File: config.mk
export PLATFORM = sky130hd
export DESIGN_NAME = conv33_mac_pe
export DESIGN_NICKNAME = d
export VERILOG_FILES = /design/src/rtl/conv33_mac_pe.sv
export SDC_FILE = /design/constraint.sdc
export NUM_CORES = 2
export LEC_CHECK = 0
export CAP_MARGIN = 20
export CORE_ASPECT_RATIO = 1.2
export CORE_MARGIN = 3
export CORE_UTILIZATION = 50
export DETAILED_ROUTE_END_ITERATION = 10
export GPL_TIMING_DRIVEN = 0
export PLACE_DENSITY = 0.68
export SLEW_MARGIN = 5
export SYNTH_ARGS = -nofsm -noshare
export SYNTH_HDL_FRONTEND = slang
export SYNTH_SLANG_ARGS = --single-unit
export TNS_END_PERCENT = 100
File: constraint.sdc
create_clock -name clk -period 13.75 [get_ports clk]
set_clock_uncertainty 0.05 [all_clocks]
set_input_delay 2.0625 -clock clk [delete_from_list [all_inputs] [get_ports clk]]
set_output_delay 2.0625 -clock clk [all_outputs]
set_load 0.01 [all_outputs]
File: src/rtl/conv33_mac_pe.sv
// conv33_mac_pe: 3x3 multiply-accumulate processing element.
// Holds nine kernel weights and multiplies each incoming 3x3 pixel window
// by them. The products are reduced through a registered adder tree
// (products -> row sums -> window sum), and window sums are accumulated
// across input channels. One result is emitted per output pixel.
module conv33_mac_pe #(
  parameter int DATA_WIDTH = 8,
  parameter int ACC_WIDTH  = 32
) (
  input  logic                  clk,
  input  logic                  rst,
  input  logic [DATA_WIDTH-1:0] weight_0,
  input  logic [DATA_WIDTH-1:0] weight_1,
  input  logic [DATA_WIDTH-1:0] weight_2,
  input  logic [DATA_WIDTH-1:0] weight_3,
  input  logic [DATA_WIDTH-1:0] weight_4,
  input  logic [DATA_WIDTH-1:0] weight_5,
  input  logic [DATA_WIDTH-1:0] weight_6,
  input  logic [DATA_WIDTH-1:0] weight_7,
  input  logic [DATA_WIDTH-1:0] weight_8,
  input  logic                  weight_valid,
  input  logic [DATA_WIDTH-1:0] pix_0,
  input  logic [DATA_WIDTH-1:0] pix_1,
  input  logic [DATA_WIDTH-1:0] pix_2,
  input  logic [DATA_WIDTH-1:0] pix_3,
  input  logic [DATA_WIDTH-1:0] pix_4,
  input  logic [DATA_WIDTH-1:0] pix_5,
  input  logic [DATA_WIDTH-1:0] pix_6,
  input  logic [DATA_WIDTH-1:0] pix_7,
  input  logic [DATA_WIDTH-1:0] pix_8,
  input  logic                  pix_valid,
  input  logic                  ch_first,
  input  logic                  ch_last,
  output logic                  weight_ready,
  output logic [ACC_WIDTH-1:0]  result,
  output logic                  out_valid,
  output logic                  drop_err
);

  localparam int PW = 2 * DATA_WIDTH;  // product width
  localparam int RW = PW + 2;          // row-sum width (sum of three products)

  // Sign-extend a product to row-sum width.
  function automatic logic [RW-1:0] ext_prod(input logic [PW-1:0] v);
    return {{2{v[PW-1]}}, v};
  endfunction

  // Sign-extend a row sum to accumulator width.
  function automatic logic [ACC_WIDTH-1:0] ext_row(input logic [RW-1:0] v);
    return {{(ACC_WIDTH-RW){v[RW-1]}}, v};
  endfunction

  logic [DATA_WIDTH-1:0] w_in_s   [9];
  logic [DATA_WIDTH-1:0] pix_in_s [9];
  logic [DATA_WIDTH-1:0] w_r      [9];
  logic                  weight_ready_r;
  logic                  drop_err_r;
  logic                  accept_s;

  logic [PW-1:0]         prod_s [9];
  logic [PW-1:0]         p1_r   [9];
  logic                  v1_r, f1_r, l1_r;

  logic [RW-1:0]         row_s  [3];
  logic [RW-1:0]         row_r  [3];
  logic                  v2_r, f2_r, l2_r;

  logic [ACC_WIDTH-1:0]  wsum_s;
  logic [ACC_WIDTH-1:0]  wsum_r;
  logic                  v3_r, f3_r, l3_r;

  logic [ACC_WIDTH-1:0]  acc_next_s;
  logic [ACC_WIDTH-1:0]  acc_r;
  logic [ACC_WIDTH-1:0]  result_r;
  logic                  out_valid_r;

  assign w_in_s   = '{weight_0, weight_1, weight_2, weight_3, weight_4,
                      weight_5, weight_6, weight_7, weight_8};
  assign pix_in_s = '{pix_0, pix_1, pix_2, pix_3, pix_4,
                      pix_5, pix_6, pix_7, pix_8};

  // A window is only accepted once a weight set has been held; this uses the
  // registered ready flag, so a same-cycle first weight load still drops it.
  assign accept_s = pix_valid & weight_ready_r;

  assign weight_ready = weight_ready_r;
  assign drop_err     = drop_err_r;
  assign result       = result_r;
  assign out_valid    = out_valid_r;

  // Capture the kernel weights on each weight_valid pulse.
  always_ff @(posedge clk or negedge rst) begin
    if (!rst) begin
      for (int k = 0; k < 9; k++) w_r[k] <= {DATA_WIDTH{1'b0}};
      weight_ready_r <= 1'b0;
    end else if (weight_valid) begin
      for (int k = 0; k < 9; k++) w_r[k] <= w_in_s[k];
      weight_ready_r <= 1'b1;
    end
  end

  // Sticky flag for windows that arrived before any weights were held.
  always_ff @(posedge clk or negedge rst) begin
    if (!rst) begin
      drop_err_r <= 1'b0;
    end else if (pix_valid && !weight_ready_r) begin
      drop_err_r <= 1'b1;
    end
  end

  // Signed products. The low PW bits of the sign-extended product are exact.
  always_comb begin
    for (int k = 0; k < 9; k++) begin
      prod_s[k] = {{DATA_WIDTH{pix_in_s[k][DATA_WIDTH-1]}}, pix_in_s[k]} *
                  {{DATA_WIDTH{w_r[k][DATA_WIDTH-1]}}, w_r[k]};
    end
  end

  // Stage S1: register the products together with the window tags.
  always_ff @(posedge clk or negedge rst) begin
    if (!rst) begin
      v1_r <= 1'b0;
      f1_r <= 1'b0;
      l1_r <= 1'b0;
      for (int k = 0; k < 9; k++) p1_r[k] <= {PW{1'b0}};
    end else begin
      v1_r <= accept_s;
      f1_r <= ch_first;
      l1_r <= ch_last;
      for (int k = 0; k < 9; k++) p1_r[k] <= prod_s[k];
    end
  end

  // Row sums of three sign-extended products each.
  always_comb begin
    for (int r = 0; r < 3; r++) begin
      row_s[r] = ext_prod(p1_r[3*r]) + ext_prod(p1_r[3*r+1]) + ext_prod(p1_r[3*r+2]);
    end
  end

  // Stage S2: register the row sums.
  always_ff @(posedge clk or negedge rst) begin
    if (!rst) begin
      v2_r <= 1'b0;
      f2_r <= 1'b0;
      l2_r <= 1'b0;
      for (int r = 0; r < 3; r++) row_r[r] <= {RW{1'b0}};
    end else begin
      v2_r <= v1_r;
      f2_r <= f1_r;
      l2_r <= l1_r;
      for (int r = 0; r < 3; r++) row_r[r] <= row_s[r];
    end
  end

  // Window sum at accumulator width.
  always_comb begin
    wsum_s = ext_row(row_r[0]) + ext_row(row_r[1]) + ext_row(row_r[2]);
  end

  // Stage S3: register the window sum.
  always_ff @(posedge clk or negedge rst) begin
    if (!rst) begin
      v3_r   <= 1'b0;
      f3_r   <= 1'b0;
      l3_r   <= 1'b0;
      wsum_r <= {ACC_WIDTH{1'b0}};
    end else begin
      v3_r   <= v2_r;
      f3_r   <= f2_r;
      l3_r   <= l2_r;
      wsum_r <= wsum_s;
    end
  end

  // First channel restarts the accumulation; otherwise add (wraps modulo 2^ACC_WIDTH).
  always_comb begin
    if (f3_r) begin
      acc_next_s = wsum_r;
    end else begin
      acc_next_s = acc_r + wsum_r;
    end
  end

  // Stage S4: accumulate valid windows and publish on the last channel.
  always_ff @(posedge clk or negedge rst) begin
    if (!rst) begin
      acc_r       <= {ACC_WIDTH{1'b0}};
      result_r    <= {ACC_WIDTH{1'b0}};
      out_valid_r <= 1'b0;
    end else begin
      out_valid_r <= v3_r & l3_r;
      if (v3_r) begin
        acc_r <= acc_next_s;
        if (l3_r) result_r <= acc_next_s;
      end
    end
  end

endmodule
Yosys cells after proc, flatten, opt, wreduce, memory -nomap -nowiden
Cells that the tools add are included.

cells by class
  eq/ne operators = 0
  bitwise logic cells = 2
  reductions and logical operators = 3
  divide/modulo/power cells = 0
  $add $sub $neg = 9
  $mul = 9
  shift operators = 0
  multiplexer cells = 1
  magnitude comparators = 0

operators with widths
  operator           count
  $mul 8x8->16       9
  $add 17x16->18     3
  $add 16x16->17     3
  $add 32x32->32     1
  $mux 32            1
  $add 19x18->20     1
  $add 18x18->19     1
  $and 1x1->1        2
  $reduce_and 2->1   1
  $logic_and 1x1->1  1
  $logic_not 1->1    1

storage, ports and cells
  bits in read-only memories = 0
  bits in latches = 0
  bits in writable memories = 0
  input port bits = 150
  logic and storage cells = 60
  memories kept = 0
  output and inout bits = 35
  bits in registers = 366

Longest topological paths before layout
  word-level depth = 2
  gate-level depth with buffers = 19
  gate-level depth less buffers = 19

Worst setup path before layout
No wires, ideal clock.

  path kind = input to register
  start = input port pix_1[5]
  end = register p1_r[126] (netlist name)
  path buffers = 0
  setup slack = 7.432 ns
  required time = 13.631 ns
  data arrival time = 6.199 ns
  stages = 18
  setup time = 0.069 ns
  cell sequence = and2_1 fa_1 inv_1 fa_1 inv_1 fa_1 inv_1 fa_1 inv_1 ha_1 o21ai_0 a21boi_0 o21ai_0 a21boi_0 o21ai_0 a21boi_0 or4b_2 nand3_1

RTL lines
  what                line  text
  start: declaration  23    input logic [DATA_WIDTH-1:0] pix_1,
  end: declaration    61    logic [PW-1:0] p1_r [9];

==> metrics.log <==
INFO  metric wl_met2 = ~43,000 um
INFO  metric design.die.area = 81,190 um^2
INFO  metric synthDominantAreaCellType = sky130_fd_sc_hd__fa_1
INFO  metric worst_hold_path.num_cells = 0
INFO  metric sequential_cell_area = roughly 9200 um^2
INFO  metric dr_wl_met3 = 2889 um
INFO  metric dp_worst_setup_slack = about 6.4 ns
INFO  metric synth_edf_count = 0
INFO  metric drtIter0Drc = 1,281
INFO  metric placeable_area = 76,800 um^2
INFO  metric crit_required = around 14 ns
INFO  metric chipHeight = 311.5 um
INFO  metric clock_path_buffers = 3
INFO  metric port-buffer-count = approximately 180
INFO  metric yosysWarnings = 0
INFO  metric ys_seq_area_frac = 0.2355
INFO  metric async_flop_share = 1.000
INFO  metric syn_area_per_cell = 10.10 um^2
INFO  metric critical_path_class = input port to flop
INFO  metric routed_via_density = a little over 5
INFO  metric clock_tree.root_cell = sky130_fd_sc_hd__clkbuf_16
INFO  metric cts-hold-fix-buffers = 0
INFO  metric cts_repair_resize_count = 0
INFO  metric fmax = 147.3 MHz
INFO  metric insertion_delay = a little under 0.6 ns
INFO  metric drt.antenna.violating_nets = 0
INFO  metric postSynth.topFlopCell = sky130_fd_sc_hd__dfrtp_1
INFO  metric outcome = finished clean
INFO  metric remaining_max_slew_budget_at_the_tightest_pin = 0.3545
INFO  metric finalCriticalPeriod = between 6 and 7 ns
INFO  metric cts_tree = done
INFO  metric wirelength = slightly above 80,000 um
INFO  metric wl_met1 = around 34,000 um
INFO  metric r2r.worst_path.cells = 18
INFO  metric die_width = roughly 260 um
INFO  metric final.setup.tns = 0 ns
INFO  metric crit_path_arrival_time = 7.24 ns
INFO  metric post-cts-setup-buffers = 0
INFO  metric max_cap_violations = 0
INFO  metric overflow = 0
INFO  metric cts_inserted_buffers = between 40 and 50
INFO  metric finalHoldViolCount = 0
INFO  metric report.final.slew_viol_count = 0
INFO  metric mostFrequentLayoutCells = sky130_fd_sc_hd__inv_1 (811), sky130_fd_sc_hd__fa_1 (566), sky130_fd_sc_hd__and2_1 (375)
INFO  metric area_of_combinational_cells_with_multiple_inputs = around 27,000 um^2
INFO  metric clk_pin_slew_worst_paths = roughly 0.06 ns
INFO  metric drtPass1Iterations = 6
INFO  metric ys_seq_elements = approximately 370
INFO  metric timing.hold.worst.class = flop to flop
INFO  metric placement_rows = roughly 110
INFO  metric layout_area_overhead = 12.20%
INFO  metric grt_pass1_wl = 140,400 um
INFO  metric worst-slew-pin-transition = a little under 1 ns
INFO  metric first_global_vias = 28,239
INFO  metric mappedNetlistArea = 38,890 um^2
INFO  metric crit_path_end_kind = flop
INFO  metric route.detailed.drc = 0
INFO  metric fillCellCount = 6,753
INFO  metric design.portCount = 185
INFO  metric synth.area.top_cells = sky130_fd_sc_hd__fa_1 (29%), sky130_fd_sc_hd__dfrtp_1 (24%), sky130_fd_sc_hd__ha_1 (12%), sky130_fd_sc_hd__inv_1 (7.8%), sky130_fd_sc_hd__and2_1 (6.0%)
INFO  metric cts.htree.levels = 2
INFO  metric initial_antenna_violation_count = 6
INFO  metric finalWeightedCongestion = slightly below 0.9
INFO  metric grt_start_max_net_pins = 116
INFO  metric floorplan.initialDensity = 0.5064
INFO  metric synthCells = between 3,000 and 4,000
INFO  metric worst_slack = slightly below 7 ns
INFO  metric detailed_place_hpwl = 67,430 um
INFO  metric most_common_cell_after_layout_fill_and_taps_aside = sky130_fd_sc_hd__inv_1
INFO  metric nets = a little over 5,000
INFO  metric crit_path_start_kind = input port
INFO  metric dr_total_vias = about 26,000
INFO  metric finalSetupViolCount = 0
INFO  metric wire_per_inst = about 16 um
INFO  metric final_layout_size_suffix_gt1_frac = 0.04513
INFO  metric mappedNetlistNets = about 4,900
INFO  metric dr.max_layer_used = met4
INFO  metric synth_top_area_share = 0.2913
INFO  metric critical_path.max_fanout = 8
INFO  metric rsz0062_at_grt = false
INFO  metric post_synth_num_cell_types = between 60 and 70
INFO  metric final_min_period_over_clock_period = 0.4937
INFO  metric grt_util_all_layers = 0.2151
INFO  metric clkSinkCount = 366
worst paths after layout:
path / slack [ns] / start / endpoint
min in group asynchronous: 1.37 / rst / w_r[21]$_DFFE_PN0P_
max in group asynchronous: 10.45 / rst / w_r[57]$_DFFE_PN0P_
setup / recovery: 6.96 / pix_1[5] / p1_r[126]$_DFF_PN0_
hold / removal: 0.30 / f1_r$_DFF_PN0_ / f2_r$_DFF_PN0_
hold reg to reg: 0.30 / f1_r$_DFF_PN0_ / f2_r$_DFF_PN0_
setup reg to reg: 8.57 / w_r[57]$_DFFE_PN0P_ / p1_r[126]$_DFF_PN0_
critical path, stage by stage:
cell and delay, ns:
sky130_fd_sc_hd__clkdlybuf4s50_1 0.56, sky130_fd_sc_hd__and2_1 0.26, sky130_fd_sc_hd__fa_1 0.53, sky130_fd_sc_hd__inv_1 0.05
sky130_fd_sc_hd__fa_1 0.52, sky130_fd_sc_hd__inv_1 0.05, sky130_fd_sc_hd__fa_1 0.47, sky130_fd_sc_hd__inv_1 0.05
sky130_fd_sc_hd__fa_1 0.47, sky130_fd_sc_hd__inv_1 0.04, sky130_fd_sc_hd__ha_1 0.31, sky130_fd_sc_hd__o21ai_0 0.13
sky130_fd_sc_hd__a21boi_0 0.16, sky130_fd_sc_hd__o21ai_0 0.29, sky130_fd_sc_hd__a21boi_0 0.17, sky130_fd_sc_hd__o21ai_0 0.22
sky130_fd_sc_hd__a21boi_0 0.17, sky130_fd_sc_hd__or4b_2 0.62, sky130_fd_sc_hd__nand3_1 0.11
cells in the mapped netlist (all sizes together), types with 6 or more instances:
master / count
nand2b: 32
a31oi: 8
o211ai: 7
xnor2: 162
ha: 358
mux2: 84
a211oi: 8
a21o: 40
a21boi: 41
inv: 811
nand3: 22
dfrtp: 366
and2: 375
a21oi: 138
nor2: 158
xor2: 24
clkbuf: 39
o31a: 14
and3: 10
o21bai: 15
o21ai: 106
o41ai: 12
nor3: 35
mux2i: 12
o21a: 20
nor3b: 6
nand2: 230
or3: 9
or4: 7
fa: 566
nor2b: 65
state kept, by name, indices dropped and copies added (netlist names):
name and flops:
out_valid 1, drop_err 1, v3_r 1, l3_r 1
row_r 54, acc_r 32, f3_r 1, wsum_r 20
weight_ready 1, l2_r 1, w_r 72, v2_r 1
f1_r 1, l1_r 1, f2_r 1, result 32
p1_r 144, v1_r 1
layout make-up:
class | instances | area share
timing repair buffer | 186 | 0.04410
clock inverter | 27 | 0.006251
multi-input combinational | 2635 | 0.6082
sequential | 366 | 0.2099
tap | 1017 | 0.02916
buffer | 39 | 0.003383
clock buffer | 56 | 0.02882
inverter | 812 | 0.06985
antenna | 6 | 0.0003441
cell families (layout without fill, tap and decap cells):
group,after synthesis,in the layout,share of synthesized area
mux,96,96,0.02741
buf+inv,851,1120,0.08213
simple gates,976,976,0.1321
compound gates,453,453,0.07454
xor+xnor,186,186,0.04188
fa+ha+maj,924,924,0.4065
flops,366,366,0.2355
other cells,0,6,0
layer usage:
metal | vias up | track usage
li1 | 12486 | -
met1 | 13253 | 0.2675
met2 | 411 | 0.3814
met3 | 159 | 0.02885
met4 | 0 | 0.07795
met5 | - | 0
stage by stage:
| step | hold WS, ns | std cells | utilization | instance area (um^2) |
|---|---|---|---|---|
| 2_1_floorplan | 0.2812 | 3852 | - | 38890 |
| 3_3_place_gp | 0.2846 | 5051 | 0.5467 | 41990 |
| 3_5_place_dp | 0.2902 | 5055 | 0.5481 | 42090 |
| 4_1_cts | 0.3046 | 5138 | 0.5680 | 43620 |
| 5_1_grt | 0.3175 | 5144 | 0.5682 | 43640 |
| 6_report | 0.3017 | 5144 | 0.5682 | 43640 |
Power is not shown: default switching activity piles up to over one toggle a cycle in this logic, so the estimate is an artifact.
